### config.mk
export PLATFORM = sky130hd
export DESIGN_NAME = div_bcd_formatter
export DESIGN_NICKNAME = d
export VERILOG_FILES = /design/src/rtl/div_bcd_formatter.sv
export SDC_FILE = /design/constraint.sdc
export NUM_CORES = 1
export LEC_CHECK = 0
export BUFFER_PORTS_ARGS = -buffer_cell sky130_fd_sc_hd__clkbuf_2
export CORE_AREA = 5 5 120 122
export CTS_BUF_LIST = sky130_fd_sc_hd__clkbuf_8
export DETAILED_ROUTE_END_ITERATION = 10
export DIE_AREA = 0 0 125 127
export GPL_ROUTABILITY_DRIVEN = 0
export MAX_ROUTING_LAYER = met4
export REMOVE_ABC_BUFFERS = 1
export SETUP_SLACK_MARGIN = 0.2
export SYNTH_ARGS = -nofsm -noshare
export SYNTH_HDL_FRONTEND = slang
export SYNTH_SLANG_ARGS = --single-unit
### constraint.sdc
create_clock -name clk -period 2.13 [get_ports clk]
set_input_delay 0 -clock clk [delete_from_list [all_inputs] [get_ports clk]]
set_output_delay 0 -clock clk [all_outputs]
set_load 0.05 [all_outputs]
### src/rtl/div_bcd_formatter.sv
// Converts divider quotient/remainder to packed BCD by double-dabble, one bit per clock.
// Result lands WIDTH clocks after start is accepted in IDLE; start is ignored while busy or in DONE.
module div_bcd_formatter #(
  parameter int WIDTH  = 8,
  parameter int DIGITS = 3
) (
  input  logic                  clk,
  input  logic                  rst,
  input  logic                  start,
  input  logic [WIDTH-1:0]      din_Q,
  input  logic [WIDTH-1:0]      din_R,
  output logic                  busy,
  output logic                  done,
  output logic [4*DIGITS-1:0]   bcd_Q,
  output logic [4*DIGITS-1:0]   bcd_R
);

  localparam int CW = $clog2(WIDTH + 1);
  localparam int BW = 4 * DIGITS;

  typedef enum logic [1:0] {
    IDLE = 2'd0,
    CONV = 2'd1,
    DONE = 2'd2
  } state_t;

  state_t         state;
  state_t         state_nxt;
  logic [CW-1:0]  cnt;
  logic           last_step;

  logic [WIDTH-1:0] sh_q;
  logic [WIDTH-1:0] sh_r;
  logic [BW-1:0]    acc_q;
  logic [BW-1:0]    acc_r;

  logic [BW-1:0]    adj_q;
  logic [BW-1:0]    adj_r;
  logic [BW-1:0]    acc_q_nxt;
  logic [BW-1:0]    acc_r_nxt;
  logic [WIDTH-1:0] sh_q_nxt;
  logic [WIDTH-1:0] sh_r_nxt;

  // Each nibble is adjusted independently; no carry crosses a digit boundary.
  function automatic logic [BW-1:0] dabble_adjust(input logic [BW-1:0] a);
    logic [BW-1:0] r;
    r = a;
    for (int i = 0; i < DIGITS; i++) begin
      if (a[4*i +: 4] >= 4'd5) begin
        r[4*i +: 4] = a[4*i +: 4] + 4'd3;
      end
    end
    return r;
  endfunction

  assign adj_q     = dabble_adjust(acc_q);
  assign adj_r     = dabble_adjust(acc_r);
  assign acc_q_nxt = {adj_q[BW-2:0], sh_q[WIDTH-1]};
  assign acc_r_nxt = {adj_r[BW-2:0], sh_r[WIDTH-1]};
  assign sh_q_nxt  = {sh_q[WIDTH-2:0], 1'b0};
  assign sh_r_nxt  = {sh_r[WIDTH-2:0], 1'b0};

  assign last_step = (cnt == CW'(WIDTH - 1));

  always_ff @(posedge clk) begin
    if (rst) begin
      state <= IDLE;
    end else begin
      state <= state_nxt;
    end
  end

  always_comb begin
    state_nxt = state;
    busy      = 1'b0;
    done      = 1'b0;
    case (state)
      IDLE: begin
        if (start) begin
          state_nxt = CONV;
        end
      end
      CONV: begin
        busy = 1'b1;
        if (last_step) begin
          state_nxt = DONE;
        end
      end
      DONE: begin
        done      = 1'b1;
        state_nxt = IDLE;
      end
      default: begin
        state_nxt = IDLE;
      end
    endcase
  end

  always_ff @(posedge clk) begin
    if (rst) begin
      cnt   <= '0;
      sh_q  <= '0;
      sh_r  <= '0;
      acc_q <= '0;
      acc_r <= '0;
      bcd_Q <= '0;
      bcd_R <= '0;
    end else begin
      case (state)
        IDLE: begin
          if (start) begin
            sh_q  <= din_Q;
            sh_r  <= din_R;
            acc_q <= '0;
            acc_r <= '0;
            cnt   <= '0;
          end
        end
        CONV: begin
          sh_q  <= sh_q_nxt;
          sh_r  <= sh_r_nxt;
          acc_q <= acc_q_nxt;
          acc_r <= acc_r_nxt;
          cnt   <= cnt + CW'(1);
          // Outputs only move here, so they hold through IDLE and the next conversion.
          if (last_step) begin
            bcd_Q <= acc_q_nxt;
            bcd_R <= acc_r_nxt;
          end
        end
        default: begin
        end
      endcase
    end
  end

endmodule

==> results of run 1 <==
## worst min-delay path by stage
| stage | from | to | slack (ns) | depth (start not counted) |
|---|---|---|---|---|
| floorplan | rst | bcd_Q[0] | 0.07 | 1 |
| global placement | din_R[0] | sh_r[0] | 0.23 | 2 |
| detailed placement | din_R[0] | sh_r[0] | 0.24 | 2 |
| CTS | din_R[6] | sh_r[6] | 0.06 | 5 |
| global route | din_R[2] | sh_r[2] | 0.10 | 5 |
| finish | din_R[6] | sh_r[6] | 0.08 | 5 |
## worst min-delay path: cells and delay by family
| family | cells | cell delay, ns |
|---|---|---|
| buffers and inverters | 1 | 0.08 |
| AO/OA/AOI/OAI | 2 | 0.12 |
| AND/OR/NAND/NOR | 2 | 0.17 |
## what timing repair did
action | 4_1_cts | 5_1_grt
gates resized for setup | 0 | 0
hold buffers | 9 | 0
buffers inserted | 0 | 0
endpoints found under the hold margin | 9 | 0
## synthesized netlist by cell type, drive strengths merged (6+ instances only)
library cell,n,area share (%)
a211oi,9,2.1
a21o,16,3.7
a21oi,21,3.3
a22o,15,4.1
a311oi,8,2.2
a32o,6,1.9
buf,14,3.1
clkbuf,8,0.93
dfxtp,70,43
ha,13,5.0
inv,18,2.1
mux2i,6,1.9
nand2,24,2.9
nand2b,8,1.8
nor2,41,5.0
nor3b,20,4.6
o21ai,7,1.1
o31ai,6,2.0
xnor2,6,1.6
## routing by layer
metal	up-vias	share of wire (%)
met3	13	4.3
met1	1243	47
li1	1346	-
met5	-	0
met4	0	1.5
met2	49	47
## cells by family after synthesis
kind of cell / after synthesis / share of synthesized area [%]
xor+xnor: 6 / 1.63
compound gates: 102 / 24.3
flops: 70 / 43.4
simple gates: 108 / 17.3
mux: 7 / 2.21
fa+ha+maj: 13 / 5.04
buf+inv: 40 / 6.12
## where the power goes
| part | total (mW) | internal, mW | switching [mW] |
|---|---|---|---|
| Clock | 1.18 | 0.679 | 0.496 |
| Combinational | 0.234 | 0.0927 | 0.141 |
| Sequential | 1.38 | 1.35 | 0.0307 |
## flip-flops by register name, summed over array words and instances (netlist names)
| name | flops |
|---|---|
| acc_q | 12 |
| acc_r | 12 |
| bcd_Q | 12 |
| bcd_R | 12 |
| cnt | 4 |
| sh_q | 8 |
| sh_r | 8 |
| state | 2 |
## through the flow
stage	total power [mW]	worst slack (ns)	util, %	std cells	hold slack, ns
after global placement	1.62	0.440	27.6	554	0.234
after global routing	2.92	0.267	30.0	579	0.101
after CTS	2.83	0.365	30.0	579	0.0629
after floorplan	1.54	0.0908	-	324	0.0691
final	2.79	0.403	30.0	579	0.0838
after detailed placement	1.63	0.401	27.6	554	0.240
## layout make-up
type / count / area, sq um
inverter: 18 / 67.6
clock inverter: 6 / 77.6
sequential: 70 / 1400
multi-input combinational: 236 / 1630
tap: 176 / 220
timing repair buffer: 63 / 385
fill: 1387 / 9170
clock buffer: 10 / 138
==> impl_metrics.csv, run 1 <==
group,metric,value,unit
timing,relSlewSlack,54.6,%
global_route,grt_antenna_before_repair,0,
power_and_ir_drop,powerDensity,711,mW/mm^2
critical_path,crit_fanout,13,
worst_hold_path,hold_path_class,"primary input to register",
cells_and_area,final_common_cell,"dfxtp_1",
critical_path,crit_required,2.42,ns
critical_path,end_kind,"register",
synth,syn_avg_cell_area,9.33,sq um
timing,setup-violations-final,0,
timing,drv_slew,0,
synth,postSynth.asyncResetShare,0,%
floorplanning,die_w,125,um
global_route,grt_use_met3,3.46,%
timing,hold_viol,0,
critical_path,timing.rr.end,"bcd_R[10]",
power_and_ir_drop,p_leak,1.67,nW
timing,min_period,1.73,ns
critical_path,cp_cell_sequence,"buf_4 -> nand2b_4 -> inv_2 -> nand2_2 -> nor2_1 -> buf_4 -> a21o_1",
critical_path,crit_type,"register to register",
run,drv_cap,0,
clock_network,cts_buffers,9,
critical_path,crit_buf_inv,3,
critical_path,cp-startpoint,"state[1]",
timing,rsz0062_at_grt,"no",
timing,clock.fmax,0.579,GHz
outcome,outcome,"complete, no violations",
floorplanning,start_util,24.7,%
cells_and_area,final_cell_mix,"70 x dfxtp_1, 44 x clkbuf_2, 40 x nor2_1",
global_route,grt_max_degree,33,
detailed_routing,drtIter0Drc,161,
critical_path,path_depth,7,
detailed_routing,dr_total_vias,2651,
critical_path,reg2regPathDepth,7,
timing,finalSetupTns,0,ns
cells_and_area,design_area,0.00392,sq mm
detailed_routing,remaining_drc_errors,0,
global_route,use_met1,12.5,%
global_route,grt_overflow,0,
floorplanning,die_y,127,um
synth,ys_seq_elements,70,
timing,clock_skew,0.00711,ns
floorplanning,fp.coreArea,0.0131,sq mm
detailed_routing,wl_per_cell,13.3,um
critical_path,crit_top_cell,"buf_4",
floorplanning,io_pins,45,
global_route,busiest_layer,"met2",
synth,ys.flop_type,"dfxtp_1",
clock_network,clock-root-buffer,"clkbuf_8",
timing,worst_slew_pin_slew,0.671,ns
detailed_routing,drt_pass1_iterations,4,
synth,yosysUniqueCellTypes,42,
floorplanning,num_rows,42,
cells_and_area,diodes,0,
detailed_routing,vias_per_cell,4.58,
critical_path,cp_slowest_cell,"nor2_1",
synth,ys_seq_area_share,43.4,%
critical_path,regToRegSetupSlack,0.40,ns
global_route,gr-usage-met2,16.7,%
clock_network,cts_tree,"built",
critical_path,max_stage_delay,0.39,ns
clock_network,worstSkewPairLatency,0.35,ns
critical_path,critPathLaunchType,"register",
critical_path,worstReg2RegStart,"state[1]",
cells_and_area,drive_above_1_share,20.6,%
place,numPortBuffers,44,
cells_and_area,area_delta_synth_final,21.4,%
critical_path,critPathTopFamily,"simple AND/OR/NAND/NOR gates",
global_route,grt_pass1_wl,13.1,mm
cells_and_area,nets,430,
detailed_routing,ant_nets,0,
power_and_ir_drop,vdd_ir_drop_max,0.000394,V
critical_path,setup.worst_path.end,"bcd_R[10]",
synth,synth_cells,346,
synth,synth_edf_count,0,
timing,final.period_utilization,81.1,%
clock_network,clk_pin_slew,0.07,ns
detailed_routing,routed_wirelength,7.70,mm
clock_network,ctsLongestPathBuffers,2,
clock_network,htreeDepth,3,
global_route,grt_usage,10.5,%
synth,yosysWarnings,0,
global_route,grt_pass1_vias,2647,
floorplanning,die_area,0.0159,sq mm
place,dpl-instance-area,0.00361,sq mm
clock_network,cts_sinks,70,
place,dp_hpwl,5.49,mm
critical_path,worstPathArrival,2.02,ns
synth,syn_area,0.00323,sq mm
No activity file was read; power rests on OpenSTA's default activity.
==> run 2: changes to the inputs <==
clock period = 1.5 ns   (was 2.13 ns; I/O delays follow)
==> run 2 against run 1 <==
Effect of this change:
- worst hold slack worse by 0.016 ns
- setup slack got worse by 0.36 ns
- largest power group is now clock
- non-clock buffer count grew 43
- largest cell class unchanged
- power up 63%
==> impl_metrics.csv, run 2 (synthesis gave the netlist of run 1 again) <==
group,metric,value,unit
timing,worst_slew_pin_slew,0.514,ns
floorplanning,io_pins,45,
timing,rsz0062_at_grt,"yes",
timing,setup-violations-final,0,
clock_network,htreeDepth,3,
detailed_routing,routed_wirelength,9.71,mm
critical_path,regToRegSetupSlack,0.05,ns
worst_hold_path,hold_path_class,"primary input to register",
place,numPortBuffers,44,
global_route,grt_pass1_wl,15.0,mm
floorplanning,num_rows,42,
cells_and_area,nets,474,
global_route,grt_max_degree,17,
cells_and_area,instances_no_fill,623,
power_and_ir_drop,p_leak,2.18,nW
place,pre_cts_ws,-0.0111,ns
cells_and_area,final_cell_mix,"52 x dfxtp_1, 42 x clkbuf_2, 33 x buf_4",
timing,fin_ws,0.0459,ns
worst_hold_path,hp-start,"din_R[4]",
cells_and_area,design_area,0.00525,sq mm
clock_network,clock-root-buffer,"clkbuf_8",
timing,hold_viol,0,
timing,drv_slew,0,
clock_network,cts_tree,"built",
critical_path,crit_type,"register to register",
clock_network,ctsLongestPathBuffers,2,
detailed_routing,remaining_drc_errors,0,
cells_and_area,diodes,0,
power_and_ir_drop,cellInternalPower,3.47,mW
timing,final.period_utilization,96.9,%
timing,clock.fmax,0.688,GHz
global_route,grt_overflow,0,
timing,min_period,1.45,ns
clock_network,cts_sinks,70,
floorplanning,die_area,0.0159,sq mm
critical_path,end_kind,"register",
global_route,grt_pass1_vias,3004,
clock_network,clk_pin_slew,0.08,ns
global_route,grt_antenna_before_repair,0,
clock_network,worstSkewPairLatency,0.36,ns
outcome,outcome,"complete, no violations",
detailed_routing,drt_pass1_iterations,4,
critical_path,worstReg2RegStart,"cnt[0]",
clock_network,cts_buffers,9,
cells_and_area,final_common_cell,"dfxtp_1",
power_and_ir_drop,netSwitchingPower,1.07,mW
power_and_ir_drop,pwr-share-seq,43.1,%
detailed_routing,ant_nets,0,
power_and_ir_drop,vdd_ir_drop_max,0.000519,V
power_and_ir_drop,switching_share,23.5,%
power_and_ir_drop,powerDensity,864,mW/mm^2
cells_and_area,drive_above_1_share,57.9,%
worst_hold_path,hold_depth,5,
timing,finalSetupTns,0,ns
place,dp_hpwl,5.48,mm
place,place_inst,569,
critical_path,critPathLaunchType,"register",
timing,clock_skew,0.00849,ns
detailed_routing,vias_per_cell,4.70,
detailed_routing,wl_per_cell,15.6,um
cells_and_area,final_util,40.1,%
power_and_ir_drop,pwr-share-comb,11.6,%
floorplanning,fp.coreArea,0.0131,sq mm
floorplanning,die_w,125,um
critical_path,reg2regPathDepth,7,
timing,relSlewSlack,65.8,%
floorplanning,die_y,127,um
detailed_routing,dr_total_vias,2928,
critical_path,crit_fanout,8,
cells_and_area,area_delta_synth_final,62.6,%
worst_hold_path,min_to,"sh_r[4]",
run,drv_cap,0,
global_route,grt_usage,12.1,%
detailed_routing,drtIter0Drc,126,
power_and_ir_drop,clockPowerShare,45.3,%
critical_path,worstPathArrival,1.77,ns
critical_path,timing.rr.end,"bcd_R[5]",
critical_path,crit_required,1.82,ns
place,dpl-instance-area,0.00375,sq mm
floorplanning,start_util,24.7,%
## run 2: layout make-up
cell class                 count  area (sq um)
inverter                      18          92.6
clock buffer                  10           138
multi-input combinational    237          2330
tap                          176           220
clock inverter                 6           133
sequential                    70          1430
timing repair buffer         106           903
fill                        1242          7840
## run 2: worst max-delay path, cell delays in order, from the launching register on
cell,delay [ns]
dfxtp_2,0.34
ha_4,0.15
and3b_2,0.20
and2_4,0.17
buf_12,0.13
buf_16,0.15
nor3b_2,0.18
a21o_1,0.09
## run 2: how the worst max path moves through the flow
stage / slack, ns / end / start / depth (start not counted)
3_3_place_gp: 0.04 / bcd_R[11] / cnt[1] / 6
2_1_floorplan: -0.54 / bcd_Q[11] / state[0] / 5
5_1_grt: -0.0001 / bcd_Q[2] / cnt[0] / 7
6_report: 0.05 / bcd_R[5] / cnt[0] / 7
3_5_place_dp: -0.01 / bcd_Q[11] / cnt[1] / 6
4_1_cts: 0.06 / bcd_R[6] / cnt[0] / 7
## run 2: per-layer routing
layer,up-vias,track usage (%),wire [um]
li1,1433,-,-
met1,1434,13.9,4060
met2,54,21.0,5150
met3,7,3.34,420
met4,0,2.93,80
met5,-,-,0
## run 2: through the flow
step           hold slack [ns]  power (mW)
2_1_floorplan           0.0691        2.18
3_3_place_gp             0.217        2.35
3_5_place_dp             0.223        2.36
4_1_cts                 0.0535        4.45
5_1_grt                 0.0883        4.68
6_report                0.0682        4.54
## run 2: timing repair
action                                  CTS  global route
hold buffers                              9             0
cloned                                    3             2
endpoints found under the setup margin   50            57
resized for setup                       118            92
pin swaps                                32            43
setup buffers                            18             6
hold endpoints to repair                  9             0
## run 2: power by group through the flow
stage                     combinational [mW]  sequential [mW]  clock (mW)
after floorplan                        0.193             1.99           0
after global placement                 0.354             1.99           0
after detailed placement               0.363             1.99           0
after CTS                              0.424             1.96        2.07
after global routing                   0.568             1.96        2.16
final                                  0.526             1.95        2.06
